[src/rtl/ptos_pkg.sv]
// Shared definitions for the two-lane paratoserial scheduler.
// State encoding, default COM symbol and serial slot length.
package ptos_pkg;

  typedef enum logic [1:0] {
    ST_IDLE   = 2'd0,
    ST_TRAIN  = 2'd1,
    ST_ACTIVE = 2'd2
  } state_e;

  localparam int         SLOT_LEN    = 8;
  localparam logic [7:0] COM_SYM_DEF = 8'hBC;

endpackage

[src/rtl/ptos_slot_counter.sv]
// Free-running 3-bit serial slot counter (0..7, wraps).
// Ports: i_clk, i_rst (async high), o_cnt, o_slot_start (cnt==0), o_boundary (cnt==7).
module ptos_slot_counter
  import ptos_pkg::*;
(
  input  logic       i_clk,
  input  logic       i_rst,
  output logic [2:0] o_cnt,
  output logic       o_slot_start,
  output logic       o_boundary
);

  logic [2:0] r_cnt;

  always_ff @(posedge i_clk or posedge i_rst) begin
    if (i_rst) r_cnt <= '0;
    else       r_cnt <= r_cnt + 3'd1;
  end

  assign o_cnt        = r_cnt;
  assign o_slot_start = (r_cnt == 3'd0);
  assign o_boundary   = (r_cnt == 3'(SLOT_LEN - 1));

endmodule

[src/rtl/ptos_lane_scheduler.sv]
// Stripes a byte stream over two serializer lanes, runs COM training.
// Ports: clk, reset, enable, lane_mode, up_* handshake, in0/in1/valid_*, slot_start, state.
module ptos_lane_scheduler
  import ptos_pkg::*;
#(
  parameter int                DATA_W      = 8,
  parameter int                TRAIN_SLOTS = 4,
  parameter logic [DATA_W-1:0] COM_SYM     = DATA_W'(COM_SYM_DEF)
) (
  input  logic              clk,
  input  logic              reset,
  input  logic              enable,
  input  logic              lane_mode,
  input  logic [DATA_W-1:0] up_data,
  input  logic              up_valid,
  output logic              up_ready,
  output logic [DATA_W-1:0] in0,
  output logic [DATA_W-1:0] in1,
  output logic              valid_0,
  output logic              valid_1,
  output logic              slot_start,
  output logic [1:0]        state
);

  logic [2:0]        w_cnt;
  logic              w_bnd;
  logic              w_full;
  logic              w_acc;
  state_e            r_state;
  state_e            w_state_nxt;
  logic [3:0]        r_train_cnt;
  logic              r_mode;
  logic [DATA_W-1:0] r_s0;
  logic [DATA_W-1:0] r_s1;
  logic              r_f0;
  logic              r_f1;
  logic [DATA_W-1:0] r_in0;
  logic [DATA_W-1:0] r_in1;
  logic              r_v0;
  logic              r_v1;

  ptos_slot_counter u_cnt (
    .i_clk        (clk),
    .i_rst        (reset),
    .o_cnt        (w_cnt),
    .o_slot_start (slot_start),
    .o_boundary   (w_bnd)
  );

  assign w_full   = r_mode ? (r_f0 & r_f1) : r_f0;
  // Never ready on the boundary cycle, so accept and unload cannot collide.
  assign up_ready = (r_state == ST_ACTIVE)
                 && (w_cnt != 3'(SLOT_LEN - 1))
                 && !w_full;
  assign w_acc    = up_valid && up_ready;

  always_ff @(posedge clk or posedge reset) begin
    if (reset) r_state <= ST_IDLE;
    else       r_state <= w_state_nxt;
  end

  always_comb begin
    w_state_nxt = r_state;
    if (w_bnd) begin
      if (!enable) begin
        w_state_nxt = ST_IDLE;
      end else begin
        unique case (r_state)
          ST_IDLE:   w_state_nxt = ST_TRAIN;
          // Leave once the final COM slot is already on the wire.
          ST_TRAIN:  if (r_train_cnt <= 4'd1) w_state_nxt = ST_ACTIVE;
          ST_ACTIVE: w_state_nxt = ST_ACTIVE;
          default:   w_state_nxt = ST_IDLE;
        endcase
      end
    end
  end

  always_ff @(posedge clk or posedge reset) begin
    if (reset) begin
      r_train_cnt <= '0;
      r_mode      <= 1'b0;
    end else if (w_bnd) begin
      r_mode <= lane_mode;
      if (w_state_nxt == ST_IDLE)
        r_train_cnt <= '0;
      else if (r_state == ST_IDLE)
        r_train_cnt <= 4'(TRAIN_SLOTS);
      else if (r_state == ST_TRAIN && r_train_cnt != 4'd0)
        r_train_cnt <= r_train_cnt - 4'd1;
    end
  end

  // Staging empties every boundary; fill pointer is simply !r_f0.
  always_ff @(posedge clk or posedge reset) begin
    if (reset) begin
      r_s0 <= '0;
      r_s1 <= '0;
      r_f0 <= 1'b0;
      r_f1 <= 1'b0;
    end else if (w_bnd) begin
      r_s0 <= '0;
      r_s1 <= '0;
      r_f0 <= 1'b0;
      r_f1 <= 1'b0;
    end else if (w_acc) begin
      if (!r_f0) begin
        r_s0 <= up_data;
        r_f0 <= 1'b1;
      end else begin
        r_s1 <= up_data;
        r_f1 <= 1'b1;
      end
    end
  end

  always_ff @(posedge clk or posedge reset) begin
    if (reset) begin
      r_in0 <= '0;
      r_in1 <= '0;
      r_v0  <= 1'b0;
      r_v1  <= 1'b0;
    end else if (w_bnd) begin
      unique case (w_state_nxt)
        ST_TRAIN: begin
          r_in0 <= COM_SYM;
          r_v0  <= 1'b1;
          r_in1 <= lane_mode ? COM_SYM : '0;
          r_v1  <= lane_mode;
        end
        ST_ACTIVE: begin
          r_in0 <= r_f0 ? r_s0 : '0;
          r_v0  <= r_f0;
          r_in1 <= r_f1 ? r_s1 : '0;
          r_v1  <= r_f1;
        end
        default: begin
          r_in0 <= '0;
          r_in1 <= '0;
          r_v0  <= 1'b0;
          r_v1  <= 1'b0;
        end
      endcase
    end
  end

  assign in0     = r_in0;
  assign in1     = r_in1;
  assign valid_0 = r_v0;
  assign valid_1 = r_v1;
  assign state   = r_state;

endmodule

[config.mk]
export PLATFORM = sky130hd
export DESIGN_NAME = ptos_lane_scheduler
export DESIGN_NICKNAME = d
export VERILOG_FILES = /design/src/rtl/ptos_pkg.sv /design/src/rtl/ptos_slot_counter.sv /design/src/rtl/ptos_lane_scheduler.sv
export SDC_FILE = /design/constraint.sdc
export NUM_CORES = 1
export LEC_CHECK = 0
export ABC_AREA = 1
export ABC_CLOCK_PERIOD_IN_PS = 2680
export BUFFER_PORTS_ARGS = -buffer_cell sky130_fd_sc_hd__buf_2
export CAP_MARGIN = 10
export CORE_MARGIN = 2
export CORE_UTILIZATION = 33
export CTS_BUF_LIST = sky130_fd_sc_hd__clkbuf_4
export DETAILED_ROUTE_END_ITERATION = 12
export GPL_TIMING_DRIVEN = 1
export PLACE_DENSITY = 0.6
export SYNTH_ARGS = -nofsm -noshare
export SYNTH_HDL_FRONTEND = slang
export SYNTH_HIERARCHICAL = 1
export SYNTH_SLANG_ARGS = --single-unit
[constraint.sdc]
create_clock -name clk -period 2.68 [get_ports clk]
set_input_delay 0.536 -clock clk [delete_from_list [all_inputs] [get_ports clk]]
set_output_delay 0.536 -clock clk [all_outputs]
set_load 0.02 [all_outputs]
Word-level counts from Yosys, hierarchy flattened
Index checks and enable logic that the tools add are counted.
{"block": "word_totals", "regBits": 46, "in_bits": 13, "output_inout_bits": 22, "word_cells": 64}
{"block": "op_classes", "add_sub_neg": 2, "n_lt_le_gt_ge": 1, "n_eq_ne": 7, "muxes": 26, "n_bitwise": 1, "n_reduce_logical": 15}
{"cell": "8-bit 2-to-1 mux", "count": 9}
{"cell": "8-bit case mux with 2 select lines", "count": 2}
{"cell": "4-bit 2-to-1 mux", "count": 3}
{"cell": "1-bit 2-to-1 mux", "count": 6}
{"cell": "2-bit 2-to-1 mux", "count": 3}
{"cell": "2-bit case mux with 3 select lines", "count": 1}
{"cell": "2-bit AND reduction", "count": 3}
{"cell": "2-bit by 1-bit == test with 1-bit output (second input constant)", "count": 2}
{"cell": "2-bit == test (second input constant)", "count": 2}
{"cell": "4-bit by 1-bit <= comparator with 1-bit output (second input constant)", "count": 1}
{"cell": "1-bit logical AND", "count": 4}
{"cell": "2-bit zero test", "count": 2}
{"cell": "1-bit case mux with 2 select lines", "count": 2}
{"cell": "2-bit nonzero test", "count": 2}
{"cell": "4-bit nonzero test", "count": 1}
{"cell": "4-bit by 1-bit subtractor with 4-bit output (second input constant)", "count": 1}
{"cell": "3-bit by 1-bit adder with 3-bit output (second input constant)", "count": 1}
{"cell": "3-bit == test (second input constant)", "count": 1}
{"cell": "3-bit zero test", "count": 1}
{"cell": "3-bit != test (second input constant)", "count": 1}
{"cell": "3-bit nonzero test", "count": 1}
{"cell": "2-bit by 1-bit != test with 1-bit output (second input constant)", "count": 1}
{"cell": "1-bit bitwise AND", "count": 1}
{"cell": "1-bit zero test", "count": 1}

Logic depth before layout (Yosys ltp)
{"block": "depth", "word_depth": 8, "mapped_depth": 15}

By module
Netlist, hierarchy kept.
{"module": "ptos_lane_scheduler", "n_inst": 1, "cells_per_inst": 234, "area_each_um2": 2089.5}
{"module": "ptos_slot_counter", "n_inst": 1, "cells_per_inst": 11, "area_each_um2": 133.9}

Worst setup path after synthesis
Ideal clock, no wire load.
{"block": "synth_timing", "path_kind": "register -> register", "startpoint": "register u_cnt.r_cnt[0] (netlist: u_cnt/o_cnt[0])", "endpoint": "register r_in0[2] (netlist: in0[2])", "setup_ns": 0.065, "t_arrival_ns": 2.088, "required_time_ns": 2.615, "slack_ns": 0.527, "stages_incl_launch_ff": 15, "path_buffers": 1, "period_less_slack_ns": 2.153, "path_cell_list": "dfrtp_1 ha_1 ha_1 buf_4 inv_2 nand2_1 o21ai_0 inv_1 ha_1 nand2_2 nor3_4 inv_2 nand2_2 o21ai_0 nand2_1"}
{"block": "synth_via", "elab_chain_cells": 4, "elab_cells_between_ends": 5}
{"item": "from (decl)", "line": "ptos_slot_counter.sv:13", "text": "logic [2:0] r_cnt;"}
{"item": "from (signal assigned)", "line": "ptos_slot_counter.sv:17", "text": "else r_cnt <= r_cnt + 3'd1;"}
{"item": "3-bit == test (*)", "line": "ptos_slot_counter.sv:22", "text": "assign o_boundary = (r_cnt == 3'(SLOT_LEN - 1));"}
{"item": "named net w_bnd", "line": "ptos_lane_scheduler.sv:26", "text": "logic w_bnd;"}
{"item": "2-bit 2-to-1 mux (*)", "line": "ptos_lane_scheduler.sv:64", "text": "if (w_bnd) begin"}
{"item": "named net w_state_nxt[0]", "line": "ptos_lane_scheduler.sv:30", "text": "state_e w_state_nxt;"}
{"item": "2-bit == test or 2-bit by 1-bit == test with 1-bit output (tied branches)", "line": "ptos_lane_scheduler.sv:124", "text": "unique case (w_state_nxt)"}
{"item": "8-bit case mux with 2 select lines (*)", "line": "ptos_lane_scheduler.sv:124"}
{"item": "to (signal assigned)", "line": "ptos_lane_scheduler.sv:132", "text": "r_in0 <= r_f0 ? r_s0 : '0;"}
{"item": "to (decl)", "line": "ptos_lane_scheduler.sv:37", "text": "logic [DATA_W-1:0] r_in0;"}
The timed path passes the listed nets; every way through them passes the cells marked *.
A chain may end at the register's enable or synchronous reset.

Final worst setup path
{"block": "layout_timing", "startpoint": "register u_cnt.r_cnt[0] (netlist: u_cnt/o_cnt[0])", "endpoint": "register r_in1[5] (netlist: in1[5])"}
{"block": "layout_via", "elab_chain_cells": 4, "elab_cells_between_ends": 5}
{"item": "3-bit == test (*)", "line": "ptos_slot_counter.sv:22"}
{"item": "named net w_bnd", "line": "ptos_lane_scheduler.sv:26"}
{"item": "2-bit 2-to-1 mux", "line": "ptos_lane_scheduler.sv:64"}
{"item": "2-bit == test or 2-bit by 1-bit == test with 1-bit output (tied branches)", "line": "ptos_lane_scheduler.sv:124"}
{"item": "8-bit case mux with 2 select lines", "line": "ptos_lane_scheduler.sv:124"}
{"item": "to (signal assigned)", "line": "ptos_lane_scheduler.sv:128", "text": "r_in1 <= lane_mode ? COM_SYM : '0;"}
{"item": "to (signal assigned)", "line": "ptos_lane_scheduler.sv:134", "text": "r_in1 <= r_f1 ? r_s1 : '0;"}
{"item": "to (decl)", "line": "ptos_lane_scheduler.sv:38", "text": "logic [DATA_W-1:0] r_in1;"}
Marks and branches as above.

==> results.md <==
- Status: finished, final reports clean
- Mean Syn Cell Area: 9.08 µm²
- Crit end category: register
- Most frequent cell after synthesis: nand2_1
- Unrepaired setup endpoints after global routing: no
- Largest driver fanout on the critical path: 7
- Yosys reg bits: 46
- Initial drt markers: 104
- Peak Freq: roughly 410 MHz
- WHS: 0.0383 ns
- Syn Nets: ~270
- Vias in the first global route: roughly 1700
- CP required: 2.97 ns
- Post-CTS Hold Fix Bufs: 0
- Leak: 1.44 nW
- R2R cell count: 11
- Internal: approximately 0.90 mW
- Fillers: 681
- Fin. Hold Viols: 0
- Top cell by count, worst path: ha_1
- Post-CTS resize count: 0
- TritonCTS clock tree: yes
- Synth area leaders: dfrtp_1, nand2_1, ha_1
- Vias: 1746
- Largest net degree at the start of global routing: 44
- Async SR Flop Fraction: 100%
- Hold crit path type: input pin to async pin
- Top-area cell type share of the netlist area: a little over 50%
- Dpl hpwl: 3370 µm
- CP cell instances: ha_1 -> ha_1 -> nand2_1 -> o21bai_1 -> o21ai_0 -> nand2_1 -> ha_1 -> nand2_2 -> nor2_1 -> nor2_1 -> o21ai_1
- Final estimated routing congestion in global placement: 0.833
- Max rail drop VDD: 183 µV
- Die W: 86.1 µm
- H-tree depth: 2
- # Max-Cap Violations: 0
- Relative slew slack: 64.2%
- Count of cell types in the netlist: 25
- Synth cell count leaders: nand2_1, dfrtp_1, inv_1, nand3_1, nand4_1
- Cell Pwr Density: 502 nW/µm²
- Critical path type: register to register
- DRT Pass-1 Iters: 4
- Fraction of layout cells with a size suffix above 1: roughly 22%
- WL final: 4630 µm
- Sequential power share: roughly three fifths
- IO Pins: 35
- Final setup margin: 0.257 ns
- Synth warnings: 6
- Startpoint types: register
- Post-detailed-route count of antenna-violating nets: 0
- Gr usage total: 13.8%
- Post-layout util: 38.9%
- Sw power: 0.352 mW
- Starting Density: 34.6%
- Max Buffers Root-to-Sink: 2
- DR WL/cell: 12.9 µm
- Final TNS setup: 0 ns
- Main synth FF type: dfrtp_1
- CP peak stage delay: 0.39 ns
- R2r endpoint: in1[5]
- Switching Share: 28.1%
- Num Clock Sinks: 46
- Crit path time final: ~2.4 ns
- Fin. max-slew vios: 0
- Vias per cell: around 4.9
- # DRC: 0
- RR Startpoint: u_cnt/o_cnt[0]
- GR Overflow Total: 0
- Clk root buf: clkbuf_4
- Total power: 1.25 mW
- Post-synth EDFFs: 0
- Setup WS pre-CTS: approximately 0.25 ns
- Clock power frac: 25.1%
- Num CTS Buffers: 5
- Crit path arrival time: 2.71 ns
- IO Port Bufs: 34
- Tcrit/Tclk final: 90.4%
- Post CTS Setup Buffer Count: 0
- Final net count: 302
- Syn Inst Count: 245
- Diode count: 0
- Worst-Skew Late Latency: 0.35 ns
- Yosys top cell by area: dfrtp_1
- Reg clk slew, reported paths: about 0.13 ns
- Die ar.: 7410 µm²
- Die H: 86.1 µm
- First-pass GRT wire length: 8000 µm
- Seq/Total Area, Yosys: 51.8%
- Core area: 6420 µm²
- Worst-Margin Slew: 0.537 ns
- Antenna violations before repair: 0
- Critical path's slowest cell: dfrtp_1
- Reg2Reg Setup Slack: between 0.2 and 0.3 ns
- Multi-input gate area: 891 µm²
- Register area: 1150 µm²
- Synth-to-Final Area Change: 12.3%
- Cell area after synthesis: about 2200 µm²
- Skew final: 0.0114 ns
- Gate power share: 15.3%
- Final Setup Violations: 0
- Rows: 29
## registers in the layout, summed over array words and instances (netlist names)
register	count
r_f1	1
r_s0	8
valid_1	1
r_mode	1
in0	8
u_cnt/o_cnt	3
r_train_cnt	4
r_f0	1
r_s1	8
valid_0	1
state	2
in1	8
## how the worst max path moves through the flow
stage	startpoint	depth (start not counted)	slack, ns	to
2_1_floorplan	u_cnt/o_cnt[0]	14	0.53	in0[2]
3_3_place_gp	r_train_cnt[0]	11	0.31	in1[5]
3_5_place_dp	r_train_cnt[0]	11	0.25	in1[5]
4_1_cts	r_train_cnt[0]	11	0.22	in1[5]
5_1_grt	r_train_cnt[0]	13	0.01	in0[3]
6_report	u_cnt/o_cnt[0]	11	0.26	in1[5]
## cells by family (layout without fill, tap and decap cells)
kind of cell | count (synthesis) | after routing | synth area share (%)
buffers and inverters | 38 | 74 | 8.16
AO/OA/AOI/OAI | 27 | 27 | 7.71
flip-flops | 46 | 46 | 51.8
AND/OR/NAND/NOR | 124 | 124 | 26.9
adder cells (fa/ha/maj) | 9 | 9 | 5.06
XOR/XNOR | 1 | 1 | 0.394
## stage by stage
stage / instance area, µm² / cells
after floorplan: 2220 / 245
after global placement: 2440 / 350
after detailed placement: 2440 / 350
after CTS: 2500 / 358
after global routing: 2500 / 358
final: 2500 / 358
## worst max-delay path, delay by kind of cell (launching register included)
| family | cells | cell delay (ns) |
|---|---|---|
| adders and majority gates | 3 | 0.79 |
| AOI/OAI and AO/OA | 3 | 0.36 |
| and+or+nand+nor | 5 | 0.83 |
| DFF | 1 | 0.39 |
## power groups by stage
stage          Sequential [mW]  Combinational [mW]  Clock, mW
3_5_place_dp             0.761               0.194          0
4_1_cts                  0.747               0.195      0.328
6_report                 0.747               0.192      0.315
2_1_floorplan            0.779               0.117          0
3_3_place_gp             0.759               0.193          0
5_1_grt                  0.751               0.224      0.357
## layout by cell type, fill, tap and decap left out, types with 6 or more instances in the layout
| cell type | count |
|---|---|
| dfrtp_1 | 46 |
| nand3_1 | 22 |
| a21oi_1 | 7 |
| nand2_1 | 61 |
| o21ai_0 | 10 |
| ha_1 | 9 |
| clkbuf_4 | 6 |
| a22o_1 | 6 |
| nor2_1 | 12 |
| inv_1 | 23 |
| nand4_1 | 16 |
| buf_2 | 34 |
## routing by layer
layer  wire length, µm  track usage (%)
met3               262             3.56
met4                82             5.34
met5                 0                0
met1              2090             17.7
met2              2200             22.3
## area by class of cell
cell class / instances / share of cell area [%]
well taps: 77 / 3.86
inverters: 28 / 4.21
repair buffers: 38 / 8.02
flip-flops and latches: 46 / 46.1
multi-input cells: 161 / 35.7
clock buffers: 6 / 1.80
clock inverters: 2 / 0.351
No activity file was read; power rests on OpenSTA's default activity.
